### src/rtl/bist_engine.sv
// Self-contained BIST engine: LFSR pattern source, CUT input mux, MISR compactor, signature compare.
// Optional macro BIST_PROG_GOLDEN_EN replaces the GOLDEN parameter with a golden_in port sampled in INIT.
module bist_engine #(
  parameter int                IN_W       = 3,
  parameter int                OUT_W      = 3,
  parameter int                LFSR_W     = 16,
  parameter logic [LFSR_W-1:0] LFSR_TAPS  = 16'hB400,
  parameter logic [LFSR_W-1:0] LFSR_SEED  = 16'h0001,
  parameter int                MISR_W     = 16,
  parameter logic [MISR_W-1:0] MISR_TAPS  = 16'h8016,
  parameter int                N_PATTERNS = 20000,
  parameter int                CNT_W      = 15,
  parameter logic [MISR_W-1:0] GOLDEN     = 16'h0000
) (
  input  logic              CLK,
  input  logic              RST,
  input  logic              bist_start,
  input  logic [IN_W-1:0]   func_in,
  input  logic [OUT_W-1:0]  cut_out,
  output logic [IN_W-1:0]   cut_in,
  output logic              scan_en,
  output logic              scan_in,
  output logic              bist_running,
  output logic              bist_end,
  output logic              pass_fail,
  output logic [MISR_W-1:0] signature
`ifdef BIST_PROG_GOLDEN_EN
  ,
  input  logic [MISR_W-1:0] golden_in
`endif
);

  if (N_PATTERNS < 1 || N_PATTERNS > (2**CNT_W) - 1) begin : g_chk_npat
    $error("bist_engine: N_PATTERNS out of range for CNT_W");
  end
  if (OUT_W > MISR_W) begin : g_chk_outw
    $error("bist_engine: OUT_W must not exceed MISR_W");
  end
  if (LFSR_W < IN_W + 1) begin : g_chk_lfsrw
    $error("bist_engine: LFSR_W must be at least IN_W+1");
  end
  if (LFSR_SEED == '0) begin : g_chk_seed
    $error("bist_engine: LFSR_SEED must be nonzero");
  end

  typedef enum logic [2:0] {S_IDLE, S_INIT, S_RUN, S_CMP, S_DONE} state_e;

  state_e            state_q, state_d;
  logic [LFSR_W-1:0] lfsr_q, lfsr_d;
  logic [MISR_W-1:0] misr_q, misr_d;
  logic [CNT_W-1:0]  cnt_q, cnt_d;
  logic              pf_q, pf_d;
  logic [MISR_W-1:0] golden;
  logic [LFSR_W-1:0] lfsr_step;
  logic [MISR_W-1:0] misr_step;

`ifdef BIST_PROG_GOLDEN_EN
  logic [MISR_W-1:0] golden_q, golden_d;
  assign golden = golden_q;
`else
  assign golden = GOLDEN;
`endif

  assign lfsr_step = {lfsr_q[LFSR_W-2:0], ^(lfsr_q & LFSR_TAPS)};
  assign misr_step = {misr_q[MISR_W-2:0], 1'b0}
                   ^ (misr_q[MISR_W-1] ? MISR_TAPS : '0)
                   ^ MISR_W'(cut_out);

  always_comb begin
    state_d = state_q;
    lfsr_d  = lfsr_q;
    misr_d  = misr_q;
    cnt_d   = cnt_q;
    pf_d    = pf_q;
`ifdef BIST_PROG_GOLDEN_EN
    golden_d = golden_q;
`endif
    case (state_q)
      S_IDLE: if (bist_start) state_d = S_INIT;
      S_INIT: begin
        lfsr_d  = LFSR_SEED;
        misr_d  = '0;
        cnt_d   = '0;
        pf_d    = 1'b0;
`ifdef BIST_PROG_GOLDEN_EN
        golden_d = golden_in;
`endif
        state_d = S_RUN;
      end
      S_RUN: begin
        lfsr_d = lfsr_step;
        misr_d = misr_step;
        cnt_d  = cnt_q + 1'b1;
        // last compaction happens in the same cycle we leave RUN
        if (cnt_q == CNT_W'(N_PATTERNS - 1)) state_d = S_CMP;
      end
      S_CMP: begin
        pf_d    = (misr_q == golden);
        state_d = S_DONE;
      end
      S_DONE: if (!bist_start) state_d = S_IDLE;
      default: state_d = S_IDLE;
    endcase
  end

  always_ff @(posedge CLK or posedge RST) begin
    if (RST) begin
      state_q <= S_IDLE;
      lfsr_q  <= LFSR_SEED;
      misr_q  <= '0;
      cnt_q   <= '0;
      pf_q    <= 1'b0;
`ifdef BIST_PROG_GOLDEN_EN
      golden_q <= '0;
`endif
    end else begin
      state_q <= state_d;
      lfsr_q  <= lfsr_d;
      misr_q  <= misr_d;
      cnt_q   <= cnt_d;
      pf_q    <= pf_d;
`ifdef BIST_PROG_GOLDEN_EN
      golden_q <= golden_d;
`endif
    end
  end

  assign scan_en      = (state_q == S_RUN);
  assign bist_running = (state_q == S_INIT) || (state_q == S_RUN) || (state_q == S_CMP);
  assign bist_end     = (state_q == S_DONE);
  assign scan_in      = lfsr_q[LFSR_W-1];
  assign cut_in       = scan_en ? lfsr_q[IN_W-1:0] : func_in;
  assign pass_fail    = pf_q;
  assign signature    = misr_q;

endmodule
### config.mk
export PLATFORM = sky130hd
export DESIGN_NAME = bist_engine
export DESIGN_NICKNAME = d
export VERILOG_FILES = /design/src/rtl/bist_engine.sv
export SDC_FILE = /design/constraint.sdc
export NUM_CORES = 1
export LEC_CHECK = 0
export BUFFER_PORTS_ARGS = -buffer_cell sky130_fd_sc_hd__buf_2
export CORE_ASPECT_RATIO = 1.25
export CORE_MARGIN = 2
export CORE_UTILIZATION = 40
export CTS_BUF_LIST = sky130_fd_sc_hd__clkbuf_16
export DETAILED_ROUTE_END_ITERATION = 8
export HOLD_SLACK_MARGIN = 0.05
export PLACE_DENSITY = 0.61
export SLEW_MARGIN = 20
export SYNTH_ARGS = -nofsm -noshare
export SYNTH_HDL_FRONTEND = slang
export SYNTH_SLANG_ARGS = --single-unit
### constraint.sdc
create_clock -name CLK -period 2.05 [get_ports CLK]
set_input_delay 0.41 -clock CLK [delete_from_list [all_inputs] [get_ports CLK]]
set_output_delay 0.41 -clock CLK [all_outputs]
set_load 0.1 [all_outputs]
==> impl_metrics.env <==
export IMPL_outcome="complete, no violations"
export IMPL_synthArstFlopShare_pct=100
export IMPL_drv_slew=0
export IMPL_pin_count=33
export IMPL_layout_nets=253
export IMPL_synthAdderAreaFrac_pct=1.13
export IMPL_drt_wl_total_um=4420
export IMPL_coreArea_um2=5410
export IMPL_stdcell_count=307
export IMPL_setup_viol_count_final=0
export IMPL_hp_class="input port to asynchronous set/reset pin"
export IMPL_synthXorXnorAreaFrac_pct=3.55
export IMPL_synth_edf_count=0
export IMPL_cts_hold_buf=0
export IMPL_finalClockSkew_ns=0.00753
export IMPL_drt_initial_drc_count=137
export IMPL_hold_violations=0
export IMPL_synth_compound_area_share_pct=15.1
export IMPL_grt_pass1_vias=1576
export IMPL_drtPass1Iterations=6
export IMPL_end_kind="primary output"
export IMPL_syn_nets=214
export IMPL_cts_sinks=51
export IMPL_critPathLaunchType="flip-flop"
export IMPL_fin_crit_sh_pct=98.5
export IMPL_tightest_slew_ns=0.488
export IMPL_yosysUniqueCellTypes=34
export IMPL_grt_first_pass_wirelength_um=7600
export IMPL_grtUsageTotal_pct=15.4
export IMPL_syn_to_final_growth_pct=25.5
export IMPL_viasPerCell=5.35
export IMPL_synth_flop_cell="dfrtp_1"
export IMPL_clk_latency_ns=0.28
export IMPL_critPathSlowestCell="or3b_4"
export IMPL_critical_path_class="flip-flop to primary output"
export IMPL_wire_per_inst_um=14.4
export IMPL_critPathLaunch="state_q[0]"
export IMPL_syn_mean_instance_area_um2=10.9
export IMPL_overflow=0
export IMPL_antenna_found_initial=0
export IMPL_cts_htree_levels=2
export IMPL_ys_seq_elements=51
export IMPL_drv_cap=0
export IMPL_fin_crit_ns=2.02
export IMPL_crit_required_ns=1.64
export IMPL_clkSlewWorstSetupHoldPaths_ns=0.07
export IMPL_port_buffers=32
export IMPL_dp_cells=297
export IMPL_synthMuxAreaShare_pct=3.61
export IMPL_ant_nets=0
export IMPL_placed_area_um2=2590
export IMPL_syn_inst=203
export IMPL_clock_path_buffers=2
export IMPL_cts_tree="yes"
export IMPL_cts_buffers=5
export IMPL_finalWeightedCongestion=0.743
export IMPL_cp_max_fo=13
export IMPL_root_buffer="clkbuf_16"
export IMPL_worstPathArrival_ns=1.61
export IMPL_initial_core_util_pct=41.0
export IMPL_ys_seq_area_share_pct=57.6
export IMPL_grt_setup_unrepaired="yes"
export IMPL_max_freq_ghz=0.495
export IMPL_critical_path_cell_chain="or3b_4 -> buf_6 -> nand2_2 -> nand2_8 -> buf_12"
export IMPL_design_area_um2=2780
export IMPL_n_antenna_cell=0
export IMPL_final_util_pct=51.5
export IMPL_fp_dieW_um=70.6
export IMPL_rows=30
export IMPL_slew_headroom_pct=67.7
export IMPL_drcViolationCount=0
export IMPL_layout_drive_gt1_share_pct=25.9
export IMPL_synth_top_family_by_area="simple AND/OR/NAND/NOR gates"
export IMPL_r2r_start="state_q[0]"
export IMPL_syn_area_um2=2220
export IMPL_vias=1642
export IMPL_die_h_um=87.3
export IMPL_hpwl_um=2960
export IMPL_yosysWarnings=0
export IMPL_synth_simple_area_share_pct=15.2
export IMPL_critPathMaxStageDelay_ns=0.43
export IMPL_dieArea_um2=6160
export IMPL_grt_max_degree=33
==> placed cells by master, fill, tap and decap left out, types with 4 or more instances in the layout <==
cell type	instances
nand2_1	29
clkbuf_16	5
o21ai_0	11
mux2i_1	8
nand3_1	6
buf_2	27
a22o_1	25
nand4_1	4
xnor2_1	6
nor2_1	5
inv_1	5
buf_4	9
nand2_2	4
dfrtp_1	50
buf_12	5
nor4_1	4
==> critical path: cells and delay by family, from the launching register on <==
family,cells,cell delay [ns]
buf+inv,2,0.33
flops,1,0.39
simple gates,3,0.61
==> cells by family after synthesis <==
family,after synthesis
AO/OA/AOI/OAI,44
multiplexers,8
XOR/XNOR,9
adder cells (fa/ha/maj),2
flip-flops,51
buffers and inverters,19
AND/OR/NAND/NOR,70
==> metal layers <==
metal	track usage, %	up-vias	part of all wire, %
met4	3.09	0	0.63
met1	22.3	812	48
met3	3.24	4	3.9
met2	24.1	31	47
li1	-	795	-
met5	0	-	0
==> cells in the mapped netlist, types with 3 or more instances <==
| master | instances | share of area (%) |
|---|---|---|
| nor2_1 | 6 | 1.0 |
| buf_2 | 8 | 1.8 |
| mux2i_1 | 8 | 3.6 |
| xor2_1 | 3 | 1.2 |
| a22o_1 | 25 | 9.9 |
| dfrtp_1 | 50 | 56 |
| o21ai_0 | 11 | 2.5 |
| nor4_1 | 4 | 1.1 |
| inv_1 | 6 | 1.0 |
| nand2_1 | 36 | 6.1 |
| nand4_1 | 4 | 1.1 |
| xnor2_1 | 6 | 2.4 |
| nand3_1 | 6 | 1.4 |
==> worst paths after layout <==
| path | cells after the start | slack, ns | end |
|---|---|---|---|
| max reg2reg | 6 | 0.30 | cnt_q[5] |
| min | 2 | 0.12 | cnt_q[13] |
| min reg2reg | 1 | 0.48 | cnt_q[14] |
| max | 5 | 0.03 | cut_in[1] |
| min in group CLK | 2 | 0.35 | signature[0] |
| max in group asynchronous | 3 | 1.34 | lfsr_q[0] |
==> layout make-up <==
type	count	area, um2
Clock inverter	3	38.8
Fill cell	501	2620
Inverter	8	32.5
Tap cell	64	80.1
Timing Repair Buffer	43	322
Clock buffer	5	125
Sequential cell	51	1280
Multi-Input combinational cell	133	908
==> through the flow <==
step	setup TNS [ns]	setup WS, ns	hold WS [ns]
after global routing	-0.0243	-0.0108	0.167
after global placement	0	0.248	0.445
after detailed placement	0	0.226	0.438
after CTS	0	0.0409	0.133
after floorplan	0	0.0369	0.446
final	0	0.0312	0.121
==> what timing repair did <==
action | in CTS | in global routing
buffers inserted | 2 | 0
endpoints found under the setup margin | 3 | 4
gates resized for setup | 6 | 1
==> registers in the layout, indices dropped and copies added, names as in the netlist <==
signal     cells
cnt_q         15
lfsr_q        16
state_q        3
pass_fail      1
signature     16
Power is left out: the tool's default activity adds up to more than one toggle a clock period on the data nets, which glitch-free logic cannot reach.
